<file path="src/rtl/sel_mux_reg.sv">
// Registered N-channel data selector with valid/ready on both sides, illegal-select
// error flag and saturating error counter. Optional x/z select check: SEL_XZ_CHECK_EN.
module sel_mux_reg #(
    parameter int               WIDTH       = 4,
    parameter int               NCH         = 4,
    parameter int               SELW        = 2,
    parameter logic [WIDTH-1:0] DEFAULT     = '0,
    parameter bit               HOLD_ON_ERR = 1'b0
) (
    input  logic                  clk,
    input  logic                  rst,
    input  logic                  in_valid,
    output logic                  in_ready,
    input  logic [SELW-1:0]       sel,
    input  logic [NCH*WIDTH-1:0]  datain,
    output logic                  out_valid,
    input  logic                  out_ready,
    output logic [WIDTH-1:0]      dataout,
    output logic                  err,
    output logic [7:0]            err_cnt
);

    localparam int IW = $clog2(NCH*WIDTH);

    logic             out_valid_q, out_valid_d;
    logic [WIDTH-1:0] dataout_q, dataout_d;
    logic             err_q, err_d;
    logic [7:0]       err_cnt_q, err_cnt_d;

    logic             accept, drain, illegal;
    logic [IW-1:0]    base;
    logic [WIDTH-1:0] sel_data;

    assign in_ready = !out_valid_q || out_ready;
    assign accept   = in_valid && in_ready;
    assign drain    = out_valid_q && out_ready;

    // Out-of-range part-select only happens for illegal selects, whose data is never used.
    assign base     = IW'(sel) * IW'(WIDTH);
    assign sel_data = datain[base +: WIDTH];

`ifdef SEL_XZ_CHECK_EN
    assign illegal = (32'(sel) >= 32'(NCH)) || (^sel === 1'bx);

    always @(posedge clk) begin
        if (!rst && accept && (^sel === 1'bx))
            $display("sel_mux_reg: x/z select at time %0t, sel=%b", $time, sel);
    end
`else
    assign illegal = 32'(sel) >= 32'(NCH);
`endif

    always_comb begin
        out_valid_d = out_valid_q;
        dataout_d   = dataout_q;
        err_d       = err_q;
        err_cnt_d   = err_cnt_q;
        if (accept) begin
            out_valid_d = 1'b1;
            if (illegal) begin
                err_d     = 1'b1;
                dataout_d = HOLD_ON_ERR ? dataout_q : DEFAULT;
                err_cnt_d = (err_cnt_q == 8'hFF) ? err_cnt_q : err_cnt_q + 8'd1;
            end else begin
                err_d     = 1'b0;
                dataout_d = sel_data;
            end
        end else if (drain) begin
            out_valid_d = 1'b0;
        end
    end

    always_ff @(posedge clk) begin
        if (rst) begin
            out_valid_q <= 1'b0;
            dataout_q   <= DEFAULT;
            err_q       <= 1'b0;
            err_cnt_q   <= '0;
        end else begin
            out_valid_q <= out_valid_d;
            dataout_q   <= dataout_d;
            err_q       <= err_d;
            err_cnt_q   <= err_cnt_d;
        end
    end

    assign out_valid = out_valid_q;
    assign dataout   = dataout_q;
    // err stays latched across a drain but is only visible with a live result.
    assign err       = err_q && out_valid_q;
    assign err_cnt   = err_cnt_q;

endmodule

</file>
<file path="config.mk">
export PLATFORM = sky130hd
export DESIGN_NAME = sel_mux_reg
export DESIGN_NICKNAME = d
export VERILOG_FILES = /design/src/rtl/sel_mux_reg.sv
export SDC_FILE = /design/constraint.sdc
export NUM_CORES = 1
export LEC_CHECK = 0
export BUFFER_PORTS_ARGS = -buffer_cell sky130_fd_sc_hd__buf_2
export CORE_AREA = 2 2 39 41
export DETAILED_ROUTE_END_ITERATION = 8
export DIE_AREA = 0 0 41 43
export PLACE_DENSITY = 0.64
export SYNTH_ARGS = -nofsm -noshare
export SYNTH_HDL_FRONTEND = slang
export SYNTH_SLANG_ARGS = --single-unit
export TNS_END_PERCENT = 50
</file>
<file path="constraint.sdc">
create_clock -name clk -period 1.71 [get_ports clk]
set_input_delay 0.342 -clock clk [delete_from_list [all_inputs] [get_ports clk]]
set_output_delay 0.342 -clock clk [all_outputs]
set_load 0.01 [all_outputs]
</file>
==> metrics.md <==
| Metric | Value |
|---|---|
| Clock sinks | 5 |
| Remaining antenna violation count after routing | 0 |
| Clock Path Buffers | 2 |
| Register Area | roughly 100 µm² |
| Maxcap violations | 0 |
| Crit Path Class | reg2out |
| Netlist cell types | 9 |
| Antenna violations before repair | 0 |
| Reg2Reg Depth | 4 |
| Post-CTS Resized | 0 |
| Area of the core | about 1400 µm² |
| DRC violations left | 0 |
| IO Count | 37 |
| Setup TNS | 0 ns |
| Worst setup SP type | register |
| Yosys reg bits | 5 |
| Power density cells | approximately 700 nW/µm² |
| Worst setup EP type | output port |
| Initial core utilization | 25.8% |
| CP arrival | 1.05 ns |
| Slew Limit Fails | 0 |
| Routed met3 length | 108 µm |
| Multi-input gate area | around 210 µm² |
| Total power | around 350 µW |
| Place WS | between 0.3 and 0.4 ns |
| Die area | approximately 1800 µm² |
| DR iter-0 viols | 3 |
| First-pass GRT wire length | 1120 µm |
| Post-Synth XOR/XNOR Area | 0% |
| Hold Slack | roughly 0.32 ns |
| CTS tree | yes |
| Total GRT Usage | approximately a tenth |
| FMAX | between 0.7 and 0.8 GHz |
| Tmin final | between 1 and 1.5 ns |
| Postcts setup bufs | 0 |
| Crit path launch | out_valid |
| Mapped cell area | 357 µm² |
| Compound-Gate Fraction of Synth Area | approximately 13% |
| CTS buffer count | 3 |
| Met2 WL | between 400 and 500 µm |
| Synth Area in Adders | 0% |
| GP Congestion | about 0.71 |
| Mapped Cells | 35 |
| Largest net degree at the start of global routing | 7 |
| Post-synthesis simple-gate area fraction | under 10% |
| Worst r2r src | out_valid |
| Post-synthesis sequential area ratio | between 20% and 30% |
| Die X-Extent | 41 µm |
| Antenna cells | 0 |
| Die Ht | between 40 and 50 µm |
| M1 WL | about 250 µm |
| Drt pass-1 iters | 4 |
| Final period util | between 80% and 90% |
| Worst Hold Class | in2reg |
| DR vias | 370 |
| Syn Area/Cell | between 10 and 15 µm² |
| Setup-failing EPs final | 0 |
| Status | finished, final reports clean |
| Port bufs | 27 |
| Critical Path Fanout Max | 6 |
| Final worst slack | 0.320 ns |
| Critical Path Sink | in_ready |
| Vias per cell | about 4.6 |
| Detailed-route wire length per cell | between 10 and 15 µm |
| Layout cell share with drive strength beyond 1 | between 40% and 50% |
| Leakage | between 0.0002 and 0.0003 µW |
| Final core occ | a little over a third |
| Hold Buf Count CTS | 0 |
| Final nets | slightly below 90 |
| Clock root buffer master | clkbuf_4 |
| Layout fillers | roughly 160 |
| Detailed Route WL | 812 µm |
| Vias in the first global route | between 300 and 400 |
| # rows | 14 |
| Grt total ovfl | 0 |
| CTS clock-pin slew for the worst setup and hold paths | 0.04 ns |
| Final hold violation count | 0 |
| Clk_lat worst skew | about 0.24 ns |
| R2R setup slack | 0.75 ns |
| DR top layer | met4 |
| YS warnings | 0 |
| Clock skew | 0.000460 ns |
| Hold path startpoint | rst |
| Mux cell area share after synthesis | 29.5% |
| VDD IR max | between 0.15 and 0.2 mV |
| Unrepaired setup endpoints after global routing | no |
| Worst flop-to-flop path endpoint | dataout[2] |
| Data required, critical path | around 1.4 ns |
| # H-tree levels | 1 |
| Largest family of logic cells by synthesized area | multiplexers |
| Area growth from synthesis to layout | 40.4% |
[power breakdown]
part           switching [µW]  internal (µW)
Sequential               3.13            125
Combinational            39.2           42.8
Clock                    49.5           88.3
Total                    91.8            257
[state kept, by name (all words and copies together), names as in the netlist]
name       count
dataout        4
out_valid      1
[kinds of logic (layout without fill, tap and decap cells)]
family / count (synthesis) / count (layout)
other: 1 / 9
and+or+nand+nor: 5 / 5
buffers and inverters: 11 / 33
muxes: 4 / 4
DFF: 5 / 5
AOI/OAI and AO/OA: 9 / 9
[cell usage after synthesis]
library cell	n	area [µm²]
buf_4	9	67.6
a21oi_1	5	25.0
o21ai_0	4	20.0
nand3_1	4	20.0
inv_1	2	7.51
conb_1	1	3.75
mux4_1	4	105
and2b_1	1	7.51
dfxtp_1	5	100
[layout by cell type (no fill, tap or decap), drive strengths merged]
| cell | instances |
|---|---|
| mux4 | 4 |
| buf | 27 |
| clkbuf | 4 |
| dfxtp | 5 |
| and2b | 1 |
| inv | 2 |
| nand3 | 4 |
| a21oi | 5 |
| conb | 9 |
| o21ai | 4 |
[per-layer routing]
| metal | vias up | GRT usage [%] |
|---|---|---|
| met5 | - | 0 |
| met4 | 0 | 12.0 |
| met3 | 4 | 2.09 |
| met2 | 33 | 17.2 |
| met1 | 159 | 8.79 |
| li1 | 174 | - |
[worst min path at each step]
stage | to | slack (ns) | cells past startpoint
final | dataout[1] | 0.32 | 2
after global routing | dataout[1] | 0.32 | 2
after CTS | dataout[1] | 0.31 | 2
after detailed placement | dataout[3] | 0.47 | 2
after global placement | dataout[2] | 0.47 | 2
after floorplan | dataout[0] | 0.41 | 1
[worst max-delay path, cell delays in order (launching register included)]
cell	delay [ns]
dfxtp_1	0.30
and2b_1	0.19
inv_1	0.16
buf_2	0.16
[metrics by stage]
| step | instances | area [µm²] |
|---|---|---|
| 4_1_cts | 81 | 500 |
| 3_5_place_dp | 77 | 474 |
| 6_report | 81 | 500 |
| 2_1_floorplan | 43 | 387 |
| 3_3_place_gp | 77 | 474 |
| 5_1_grt | 81 | 500 |
[final cells by class]
class                      count  area share [%]
tap                           16            4.00
clock buffer                   4            5.25
timing repair buffer          27            27.0
inverter                       2            1.50
multi-input combinational     27            42.3
sequential                     5            20.0
Note: power is estimated with default switching activity, not from simulation.
